===== config.mk =====
export PLATFORM = sky130hd
export DESIGN_NAME = dm_sba_ctrl
export DESIGN_NICKNAME = d
export VERILOG_FILES = /design/src/rtl/dm_sba_ctrl.sv
export SDC_FILE = /design/constraint.sdc
export NUM_CORES = 1
export LEC_CHECK = 0
export ABC_AREA = 1
export ABC_CLOCK_PERIOD_IN_PS = 2100
export BUFFER_PORTS_ARGS = -buffer_cell sky130_fd_sc_hd__buf_2
export CORE_ASPECT_RATIO = 0.6
export CORE_MARGIN = 2
export CORE_UTILIZATION = 46
export DETAILED_ROUTE_END_ITERATION = 7
export GPL_TIMING_DRIVEN = 0
export PLACE_DENSITY = 0.89
export SETUP_SLACK_MARGIN = 0.15
export SLEW_MARGIN = 20
export SYNTH_ARGS = -nofsm -noshare
export SYNTH_HDL_FRONTEND = slang
export SYNTH_SLANG_ARGS = --single-unit

===== constraint.sdc =====
create_clock -name clk_i -period 2.1 [get_ports clk_i]
set_input_delay 0.42 -clock clk_i [delete_from_list [all_inputs] [get_ports clk_i]]
set_output_delay 0.42 -clock clk_i [all_outputs]
set_load 0.02 [all_outputs]

===== src/rtl/dm_sba_ctrl.sv =====
// dm_sba_ctrl: system-bus-access engine for the debug module.
// Turns debugger sbaddress/sbdata events into single-beat req/gnt/r_valid
// transfers. Handles lane alignment, size and alignment checks, bus errors,
// timeouts and the sticky sberror/sbbusyerror flags.
module dm_sba_ctrl #(
    parameter int unsigned AddrWidth  = 32,
    parameter int unsigned BusWidth   = 32,
    parameter int unsigned TimeoutCyc = 1023
) (
    input  logic                  clk_i,
    input  logic                  rst_i,
    input  logic                  dmactive_i,

    output logic                  master_req_o,
    output logic [AddrWidth-1:0]  master_add_o,
    output logic                  master_we_o,
    output logic [BusWidth-1:0]   master_wdata_o,
    output logic [BusWidth/8-1:0] master_be_o,
    input  logic                  master_gnt_i,
    input  logic                  master_r_valid_i,
    input  logic                  master_r_err_i,
    input  logic [BusWidth-1:0]   master_r_rdata_i,

    input  logic [AddrWidth-1:0]  sbaddress_i,
    input  logic                  sbaddress_write_valid_i,
    input  logic                  sbreadonaddr_i,
    input  logic                  sbautoincrement_i,
    input  logic [2:0]            sbaccess_i,
    input  logic                  sbreadondata_i,
    input  logic [BusWidth-1:0]   sbdata_i,
    input  logic                  sbdata_read_valid_i,
    input  logic                  sbdata_write_valid_i,
    input  logic                  sberror_clear_i,
    input  logic                  sbbusyerror_clear_i,

    output logic [AddrWidth-1:0]  sbaddress_o,
    output logic [BusWidth-1:0]   sbdata_o,
    output logic                  sbdata_valid_o,
    output logic                  sbbusy_o,
    output logic [2:0]            sberror_o,
    output logic                  sbbusyerror_o
);

    localparam int ByteW = int'(BusWidth / 8);
    localparam int OffW  = $clog2(ByteW);
    localparam int CntW  = (TimeoutCyc > 0) ? $clog2(TimeoutCyc + 1) : 1;
    localparam logic [CntW-1:0] TimeoutLast = (TimeoutCyc > 0) ? CntW'(TimeoutCyc - 1) : '0;

    typedef enum logic [1:0] {
        Idle = 2'd0,
        Req  = 2'd1,
        Wait = 2'd2
    } state_e;

    state_e state_q, state_d;

    logic [AddrWidth-1:0] addr_q;
    logic                 we_q;
    logic [2:0]           size_q;
    logic                 autoinc_q;
    logic [BusWidth-1:0]  wdata_q;
    logic [ByteW-1:0]     be_q;
    logic [CntW-1:0]      tcnt_q;
    logic [2:0]           sberror_q;
    logic                 sbbusyerror_q;
    logic [BusWidth-1:0]  sbdata_q;
    logic                 sbdata_valid_q;

    logic                 soft_rst;
    logic                 write_start;
    logic                 read_start;
    logic                 start_req;
    logic                 busy;
    logic                 start_blocked;
    logic [OffW-1:0]      off_new;
    logic [OffW-1:0]      off_q;
    logic                 size_bad;
    logic                 misaligned;
    logic                 timeout_hit;
    logic [ByteW-1:0]     be_new;
    logic [BusWidth-1:0]  wdata_new;
    logic [BusWidth-1:0]  rdata_shift;
    logic [BusWidth-1:0]  rdata_aligned;
    int                   nbytes_new;
    int                   nbytes_q;

    logic                 start_ok;
    logic [2:0]           err_set;
    logic                 busyerr_set;
    logic                 rd_ok;
    logic                 incr;

    assign soft_rst      = rst_i | ~dmactive_i;
    assign write_start   = sbdata_write_valid_i;
    assign read_start    = (sbaddress_write_valid_i & sbreadonaddr_i)
                         | (sbdata_read_valid_i & sbreadondata_i);
    assign start_req     = write_start | read_start;
    assign busy          = (state_q != Idle);
    assign start_blocked = (sberror_q != 3'd0) | sbbusyerror_q;
    assign busyerr_set   = busy & (sbaddress_write_valid_i | start_req);
    assign timeout_hit   = (TimeoutCyc != 0) && (tcnt_q == TimeoutLast);
    assign size_bad      = (sbaccess_i > 3'(OffW));
    assign off_q         = addr_q[OffW-1:0];

    // The access uses a freshly written address when one arrives in the start cycle.
    always_comb begin
        off_new    = sbaddress_write_valid_i ? sbaddress_i[OffW-1:0] : addr_q[OffW-1:0];
        misaligned = 1'b0;
        for (int i = 0; i < OffW; i++) begin
            if ((i < int'(sbaccess_i)) && off_new[i]) begin
                misaligned = 1'b1;
            end
        end
    end

    // Byte enables and write data steered to the lanes of the new access.
    always_comb begin
        nbytes_new = 1 << sbaccess_i;
        be_new     = '0;
        for (int i = 0; i < ByteW; i++) begin
            be_new[i] = (i >= int'(off_new)) && (i < int'(off_new) + nbytes_new);
        end
        wdata_new = sbdata_i << {off_new, 3'b000};
    end

    // Read data moved down from its lane and zero-extended to the access size.
    always_comb begin
        nbytes_q      = 1 << size_q;
        rdata_shift   = master_r_rdata_i >> {off_q, 3'b000};
        rdata_aligned = '0;
        for (int i = 0; i < ByteW; i++) begin
            if (i < nbytes_q) begin
                rdata_aligned[8*i +: 8] = rdata_shift[8*i +: 8];
            end
        end
    end

    // State register.
    always_ff @(posedge clk_i) begin
        if (soft_rst) begin
            state_q <= Idle;
        end else begin
            state_q <= state_d;
        end
    end

    // Next-state logic plus the per-cycle events it decides (start, error, completion).
    always_comb begin
        state_d  = state_q;
        start_ok = 1'b0;
        err_set  = 3'd0;
        rd_ok    = 1'b0;
        incr     = 1'b0;
        case (state_q)
            Idle: begin
                if (start_req && !start_blocked) begin
                    if (size_bad) begin
                        err_set = 3'd4;
                    end else if (misaligned) begin
                        err_set = 3'd3;
                    end else begin
                        start_ok = 1'b1;
                        state_d  = Req;
                    end
                end
            end
            Req: begin
                if (timeout_hit) begin
                    err_set = 3'd1;
                    state_d = Idle;
                end else if (master_gnt_i) begin
                    state_d = Wait;
                end
            end
            Wait: begin
                if (master_r_valid_i) begin
                    state_d = Idle;
                    if (master_r_err_i) begin
                        err_set = 3'd2;
                    end else begin
                        incr  = autoinc_q;
                        rd_ok = ~we_q;
                    end
                end else if (timeout_hit) begin
                    err_set = 3'd1;
                    state_d = Idle;
                end
            end
            default: state_d = Idle;
        endcase
    end

    // Outputs decoded from the current state and the transfer registers.
    always_comb begin
        master_req_o   = (state_q == Req);
        sbbusy_o       = busy;
        master_add_o   = addr_q;
        master_we_o    = we_q;
        master_wdata_o = wdata_q;
        master_be_o    = be_q;
        sbaddress_o    = addr_q;
        sbdata_o       = sbdata_q;
        sbdata_valid_o = sbdata_valid_q;
        sberror_o      = sberror_q;
        sbbusyerror_o  = sbbusyerror_q;
    end

    // Address, transfer attributes, timeout counter, read data and sticky errors.
    always_ff @(posedge clk_i) begin
        if (soft_rst) begin
            addr_q         <= '0;
            we_q           <= 1'b0;
            size_q         <= 3'd0;
            autoinc_q      <= 1'b0;
            wdata_q        <= '0;
            be_q           <= '0;
            tcnt_q         <= '0;
            sberror_q      <= 3'd0;
            sbbusyerror_q  <= 1'b0;
            sbdata_q       <= '0;
            sbdata_valid_q <= 1'b0;
        end else begin
            if (!busy && sbaddress_write_valid_i) begin
                addr_q <= sbaddress_i;
            end else if (incr) begin
                addr_q <= addr_q + (AddrWidth'(1) << size_q);
            end

            if (start_ok) begin
                we_q      <= write_start;
                size_q    <= sbaccess_i;
                autoinc_q <= sbautoincrement_i;
                wdata_q   <= wdata_new;
                be_q      <= be_new;
            end

            if (start_ok) begin
                tcnt_q <= '0;
            end else if (busy) begin
                tcnt_q <= tcnt_q + 1'b1;
            end

            sbdata_valid_q <= rd_ok;
            if (rd_ok) begin
                sbdata_q <= rdata_aligned;
            end

            if (err_set != 3'd0) begin
                sberror_q <= err_set;
            end else if (sberror_clear_i) begin
                sberror_q <= 3'd0;
            end

            if (busyerr_set) begin
                sbbusyerror_q <= 1'b1;
            end else if (sbbusyerror_clear_i) begin
                sbbusyerror_q <= 1'b0;
            end
        end
    end

endmodule

# [After elaboration in Yosys (flattened, before gate mapping)]
# Index checks and enable logic that the tools add are counted.
[totals] register_bits=122 input_bits=113 out_inout_bits=140 word_cells=107
[classes] n_addsub=3 n_lt_le_gt_ge=14 n_eq_ne=8 n_shift=4 mux=38 bitwise_logic=10 n_reduce_logical=18
[ops] cell="< comparator 3 x 32 -> 1 bit (first input constant)" n=4
[ops] cell="< comparator 1 x 32 -> 1 bit (first input constant)" n=2
[ops] cell="< comparator 2 x 32 -> 1 bit (first input constant)" n=2
[ops] cell="2-to-1 mux 32 bit" n=2
[ops] cell="left shift 1 x 3 -> 32 bit (first input constant)" n=2
[ops] cell="adder 3 x 32 -> 32 bit" n=1
[ops] cell="adder 32 bit" n=1
[ops] cell="2-to-1 mux 8 bit" n=4
[ops] cell="left shift 32 x 5 -> 32 bit" n=1
[ops] cell=">> shifter 32 x 5 -> 32 bit" n=1
[ops] cell="2-to-1 mux 2 bit" n=10
[ops] cell="2-to-1 mux 1 bit" n=15
[ops] cell="2-to-1 mux 3 bit" n=5
[ops] cell="adder 10 x 1 -> 10 bit (second input constant)" n=1
[ops] cell="equality test 10 bit (second input constant)" n=1
[ops] cell="one-hot mux 3 bit (3 select lines)" n=1
[ops] cell="nonzero test 2 bit" n=4
[ops] cell="logical AND 1 bit" n=7
[ops] cell="< comparator 1 x 3 -> 1 bit (first input constant)" n=2
[ops] cell="!= test 2 bit (second input constant)" n=3
[ops] cell="one-hot mux 2 bit (3 select lines)" n=1
[ops] cell="nonzero test 3 bit" n=2
[ops] cell="bitwise OR 1 bit" n=5
[ops] cell="AND reduction 5 bit" n=1
[ops] cell="other kinds (12)" n=17

# [Longest topological paths before layout]
# Gate-level depths: netlist of run 1.
[logic_depth] word_depth=10 depth_mapped=16 mapped_depth_nobuf=16

# [Worst setup path after synthesis of run 1]
# No wires, ideal clock.
[synth_timing] path_type="flip-flop to flip-flop" from="reg addr_q[1] (netlist: master_add_o[1])" to="reg addr_q[12] (netlist: master_add_o[12])" setup_ps=115 t_arrival_ps=2113 t_required_ps=1985 path_slack_ps=-128 stages_incl_launch_ff=14 period_less_slack_ps=2228 cell_sequence="dfxtp_1 -> inv_2 -> clkbuf_1 -> fa_1 -> inv_1 -> nand3_1 -> nand3_1 -> nand3_1 -> nand2_1 -> nand2_1 -> nand3_1 -> nand2_1 -> o21ai_0 -> inv_1"
[synth_via] elab_chain_cells=3
[synth_rtl] element="start, declared" line_no="57" source="logic [AddrWidth-1:0] addr_q;"
[synth_rtl] element="start signal, assigned" line_no="224" source="addr_q <= sbaddress_i;"
[synth_rtl] element="start signal, assigned" line_no="226" source="addr_q <= addr_q + (AddrWidth'(1) << size_q);"
[synth_rtl] element="adder 32 bit" line_no="226"
[synth_rtl] element="2-to-1 mux 32 bit" line_no="225" source="end else if (incr) begin"
[synth_rtl] element="2-to-1 mux 32 bit" line_no="223" source="if (!busy && sbaddress_write_valid_i) begin"
# No other way between the ends. The select of a mux whose other input is x is not followed.
# A chain may end at the register's enable or synchronous reset.

# [Worst setup path in the final report of run 1]
[layout_timing] from="reg size_q[2]" to="reg addr_q[16] (netlist: master_add_o[16])"
[layout_via] elab_chain_cells=4
[layout_rtl] element="start, declared" line_no="59" source="logic [2:0] size_q;"
[layout_rtl] element="start signal, assigned" line_no="231" source="size_q <= sbaccess_i;"
[layout_rtl] element="left shift 1 x 3 -> 32 bit" line_no="226"
[layout_rtl] element="adder 32 bit" line_no="226"
[layout_rtl] element="2-to-1 mux 32 bit" line_no="225"
[layout_rtl] element="2-to-1 mux 32 bit" line_no="223"
# No other way between the ends. The select of a mux whose other input is x is not followed.

==> impl_results.md, run 1 <==
- Status: complete, but fails checks
- Violated checks: setup timing
- Area grow syn2layout: 40.8%
- Die Ht: slightly above 100 um
- CP max stage delay: roughly 370 ps
- Via count: around 9000
- Number of vias per cell: 5.58
- Largest net degree at the start of global routing: 17
- Vias in the first global route: a little under 8000
- VDD IR max: between 0.0004 and 0.0005 V
- Syn. warnings: 0
- Syn_area_per_cell: about 6.6 um^2
- Core area: about 15000 um^2
- Crit path DAT: ~2500 ps
- Wire per inst: ~18 um
- Setup crit start kind: register
- CTS H-Tree Depth: 4
- Place WS: -296 ps
- First-pass GRT wire length: around 42 mm
- Mapped Area: 7170 um^2
- Die X: roughly 170 um
- CTS tree: built
- Initial antenna violation count: 2
- Die ar.: between 15000 and 20000 um^2
- DR iter-0 viols: about 930
- Synth top cells by count: 294 x nand2_1, 122 x dfxtp_1, 104 x nor2_1
- Drc violations: 0
- Crit path buf inv count: 1
- Port bufs: between 200 and 300
- Hold Path Origin: sbautoincrement_i
- CP required: roughly 2400 ps
- Worst Setup SP: size_q[2]
- Cell accounting for the most synthesized area: dfxtp_1
- DP Wirelength: roughly 21 mm
- Worst R2R Start: size_q[2]
- Hold_buf cts: 0
- Worst Tran Pin Value: between 700 and 800 ps
- Post-layout util: between 60 and 70%
- Met3 Wirelength: between 4 and 5 mm
- Yosys top cell area share: between 30% and 40%
- Ordered cell list for the critical path: inv_2, nor3_2, ha_1, nand2_1, o21ai_0, nand2_1, nand2_4, nand2_1, nand2_1, nand3_1, nand2_1, a21oi_1
- Total CTS buffers: 17
- Setup Skew: about 12 ps
- Max_slew headroom: ~51%
- Leakage: approximately 4.8 nW
- Top Metal Used: met4
- Cell family with most CP delay: simple AND/OR/NAND/NOR gates
- Hold slack: 225 ps
- Max Slew Vio Count: 0
- Setup TNS: -774 ps
- Clock buffer depth: 2
- Met2 WL: 11.7 mm
- Achievable Freq: around 0.45 GHz
- Crit. End Element: register
- Worst path most repeated cell: nand2_1
- Slowest cell on crit path: ha_1
- Max-Cap Viols: 0
- Global placer's final weighted congestion: about 1
- Mapped Nets: about 1200
- Sequential-to-total area share from yosys stat: between 30 and 40%
- Minimum clock period: ~2200 ps
- Power, Total: roughly 0.0066 W
- Total gr overflow: 0
- # setup viols final: 14
- Final #Nets: around 1500
- I/O pin count: roughly 250
- Total routed wirelength: 28.2 mm
- Pwr/cell area: about 650 nW/um^2
- GRT Total Usage: between 30% and 40%
- Cells after Synth: between 1000 and 1500
- Ys async rst share: 0%
- Clock Root Buffer: clkbuf_16
- Distinct cells, synth: 41
- Clk_lat worst skew: roughly 420 ps
- RSZ-0062 raised after global routing: true
- Clk slew on worst S/H paths: 60 ps
- Final period util: 105%
- Share of cells above drive strength 1: 34.6%
- Met1 Wirelength: between 10 and 15 mm
- Post-synth EDFFs: 0
- Area contributors post-synth: dfxtp_1 34%, nand2_1 15%, nand3_1 6.6%
- Clk sinks: roughly 120
- Final worst slack: -106 ps
- DRT antenna net count: 0
- Initial Utilization: between 40 and 50%
- Crit Path Max Fanout: 6
- Main synth FF type: dfxtp_1
- Synthesized flop and latch total: 122
- FP Rows: 35
- Fin. Hold Viols: 0
- Hold WC Path Type: primary input to register
- Critical path class: register to register
- Most common cell in the netlist: nand2_1
- 1st-pass router iterations: 8
## flip-flops by register name, summed over array words and instances, names as in the netlist
name / count
master_add_o: 32
master_wdata_o: 32
sbdata_o: 32
tcnt_q: 10
master_be_o: 4
sberror_o: 3
size_q: 3
state_q: 2
autoinc_q: 1
master_we_o: 1
sbbusyerror_o: 1
sbdata_valid_o: 1
## worst reg2reg max path: cells and delay by family, from the launching register on
family                     cells  cell delay (ps)
DFF                            1              360
and+or+nand+nor                8              800
buffers and inverters          1              150
adders and majority gates      1              370
AOI/OAI and AO/OA              2              380
## worst paths after layout
path / end / slack [ps] / cells after the start
hold reg to reg: master_be_o[3] / 450 / 2
setup / recovery: master_add_o[16] / -110 / 12
hold / removal: autoinc_q / 230 / 3
setup reg to reg: master_add_o[16] / -110 / 12
## cell type report
cell class                      instances  area [um^2]
Fill cell                            1292         5190
Multi-Input combinational cell        786         4330
Sequential cell                       122         2460
Timing Repair Buffer                  286         1540
Buffer                                 78          495
Clock buffer                           19          443
Inverter                               99          404
Tap cell                              203          254
Clock inverter                         13          168
Antenna cell                            1         2.50
## per-layer routing
layer,global-route usage (%),vias to the layer above
met2,47.1,633
li1,-,4174
met5,0,-
met1,46.6,4102
met3,10.3,64
met4,9.70,0
## timing repair
| item | CTS | global route |
|---|---|---|
| setup buffers | 21 | 14 |
| resized for setup | 50 | 88 |
| hold endpoints to repair | 0 | 0 |
| pin swaps | 21 | 32 |
| endpoints found under the setup margin | 69 | 82 |
## through the flow
step,std cells,area [um^2]
final,1607,10100
after global routing,1607,10100
after detailed placement,1539,8730
after floorplan,1085,7220
after CTS,1592,9650
after global placement,1539,8730
## power by group
part	internal [W]	switching [W]	leakage, nW
logic	0.000391	0.000662	3.54
clock network	0.00191	0.00119	0.282
registers	0.00236	0.0000593	0.990
## cell usage in the layout, fill, tap and decap left out, drive strengths merged
master,count
a211oi,2
a21oi,74
a22o,14
a22oi,5
a31oi,13
and2,3
buf,335
bufinv,3
clkbuf,48
clkinv,4
clkinvlp,5
dfxtp,122
diode,1
fa,1
ha,12
inv,100
mux2i,8
nand2,298
nand3,94
nand3b,7
nand4,7
nor2,108
nor3,24
nor3b,2
o211ai,5
o21ai,84
o22ai,11
or2,4
xnor2,3
xor2,7
## kinds of logic (layout without fill, tap and decap cells)
| logic type | count (synthesis) | in the layout | share of synthesized area [%] |
|---|---|---|---|
| fa+ha+maj | 13 | 13 | 2.37 |
| mux | 8 | 8 | 1.12 |
| xor+xnor | 10 | 10 | 1.22 |
| compound gates | 208 | 208 | 16.8 |
| other cells | 0 | 1 | 0 |
| flops | 122 | 122 | 34.1 |
| simple gates | 547 | 547 | 33.0 |
| buf+inv | 177 | 495 | 11.5 |
No activity file was read; power rests on OpenSTA's default activity.
==> run 2, diff against run 1 <==
CORE_MARGIN = default   (was 2)
TNS_END_PERCENT = 10   (was default)
==> run 2 against run 1 <==
The flow still finishes with violations (setup timing). Design area decreased by 0.61%. Combinational power about the same. Sequential cell count unchanged. Sequential share of layout area increased by 0.15 points. Routed wire length decreased by 0.88%. Fmax increased by 0.68%. Clock power decreased by 5%. Setup slack improved by 15 ps. Die area decreased by 3.2%. Global-route usage increased by 1.1 points. Power decreased by 2.7%.
==> impl_results.md, run 2 (synthesized netlist as in run 1, its figures left out) <==
- Status: complete, but fails checks
- Violated checks: setup timing
- DR iter-0 viols: 1117
- VDD IR max: about 0.00054 V
- CTS tree: built
- Total gr overflow: 0
- Pwr/cell area: approximately 640 nW/um^2
- Hold Path Origin: sbautoincrement_i
- Place WS: -289 ps
- Most common cell after layout, fill and taps aside: nand2_1
- Clk pwr share: between 40% and 50%
- Clk sinks: between 100 and 150
- Clk_lat worst skew: ~430 ps
- Commonest non-fill, non-tap cells in the layout: 261 x nand2_1, 257 x buf_2, 117 x dfxtp_1
- Final period util: 104%
- Global placer's final weighted congestion: 0.997
- CTS H-Tree Depth: 4
- CP required: between 2000 and 2500 ps
- FP Rows: 34
- Crit. End Element: register
- Comb power frac: 16.3%
- Clock Root Buffer: clkbuf_16
- Power Internal: 0.00446 W
- 1st-pass router iterations: 6
- Cells on Worst Hold Path: 3
- Area grow syn2layout: 39.9%
- First-pass GRT wire length: roughly 42 mm
- Hold WC Path Type: primary input to register
- Crit path DAT: 2540 ps
- Leakage: roughly 4.8 nW
- Max_slew headroom: just under 50%
- Fin. Hold Viols: 0
- Vias in the first global route: about 8000
- I/O pin count: 253
- Crit Path Max Fanout: 5
- Worst R2R Start: size_q[2]
- Core area: ~15000 um^2
- Minimum clock period: 2190 ps
- Die ar.: ~16000 um^2
- Setup crit start kind: register
- Worst Setup SP: size_q[2]
- Total routed wirelength: around 28 mm
- Via count: 8869
- Worst Tran Pin Value: approximately 760 ps
- RSZ-0062 raised after global routing: true
- Critical path class: register to register
- Sw Ratio: a little under a third
- Hold_buf cts: 0
- Largest net degree at the start of global routing: 17
- Share of cells above drive strength 1: 35.1%
- Port bufs: about 250
- Number of vias per cell: 5.58
- DRT antenna net count: 0
- Setup TNS: -561 ps
- Drc violations: 0
- Psw: ~0.0019 W
- Max Slew Vio Count: 0
- GRT Total Usage: between 30% and 40%
- Initial Utilization: about half
- Achievable Freq: between 0.4 and 0.5 GHz
- Die X: approximately 160 um
- Die Ht: slightly below 100 um
- DP Wirelength: ~20 mm
- Flop pwr share: 37.8%
- Max-Cap Viols: 0
- R2R cell count: 15
- # diodes: 0
- Final worst slack: -91.2 ps
- Final #Nets: 1505
- Wire per inst: between 15 and 20 um
- Total CTS buffers: 17
- Initial antenna violation count: 0
- Clock buffer depth: 2
- Hold slack: 233 ps
- # setup viols final: 9
- Setup Skew: approximately 15 ps
- Clk slew on worst S/H paths: ~70 ps
run 2: cell count changes in the layout (fill, tap and decap cells not counted), sizes merged:
cell,before,now
buf,335,322
inv,100,105
bufinv,3,1
clkbuf,48,50
clkinvlp,5,3
clkinv,4,3
diode,1,0
run 2: critical path, cell delays in order (launching register included):
cell and delay (ps):
dfxtp_4 360, nor2_4 110, inv_2 60, nor2_4 140, ha_4 150, inv_2 30, fa_2 340, inv_2 90
nand3_2 70, nand3_2 100, nand2_1 70, nand2_2 120, nand3_1 120, nor2_1 150, a21oi_1 60, a21oi_1 150
run 2: timing repair:
item                                    4_1_cts  5_1_grt
pin swaps                                    39       45
endpoints found under the setup margin       68       82
resized for setup                            71       91
buffers inserted                             15        9
cloned                                        0        0
run 2: final timing paths:
check                endpoint  slack, ps
max          master_add_o[20]        -90
min                 autoinc_q        230
max reg2reg  master_add_o[20]        -90
min reg2reg    master_be_o[2]        440
run 2: power by group through the flow:
stage               logic [W]  registers [W]  clock network (W)
floorplan            0.000524        0.00250                  0
global placement     0.000904        0.00246                  0
detailed placement   0.000916        0.00247                  0
CTS                  0.000968        0.00241            0.00293
global route          0.00112        0.00242            0.00306
finish                0.00104        0.00242            0.00293
run 2: final cells by class:
type,instances,area [um^2]
tap,198,248
timing repair buffer,275,1450
sequential,122,2460
clock buffer,19,453
multi-input combinational,786,4380
inverter,99,409
fill,1286,4810
clock inverter,13,130
buffer,78,505
run 2: layer usage:
layer / GRT usage (%) / wire [um] / up-vias / share of wire, %
li1: - / - / 4143 / -
met1: 48.3 / 11800 / 4019 / 42
met2: 47.7 / 11600 / 630 / 42
met3: 10.8 / 3810 / 77 / 14
met4: 10.8 / 691 / 0 / 2.5
met5: 0 / 0 / - / 0
run 2: stage by stage:
| step | std cells | utilization [%] | area, um^2 | total power, W |
|---|---|---|---|---|
| 6_report | 1590 | 67.6 | 10000 | 0.00639 |
| 5_1_grt | 1590 | 67.6 | 10000 | 0.00660 |
| 4_1_cts | 1581 | 65.0 | 9640 | 0.00632 |
| 3_5_place_dp | 1534 | 58.7 | 8710 | 0.00338 |
| 3_3_place_gp | 1534 | 58.7 | 8710 | 0.00337 |
| 2_1_floorplan | 1085 | - | 7210 | 0.00303 |
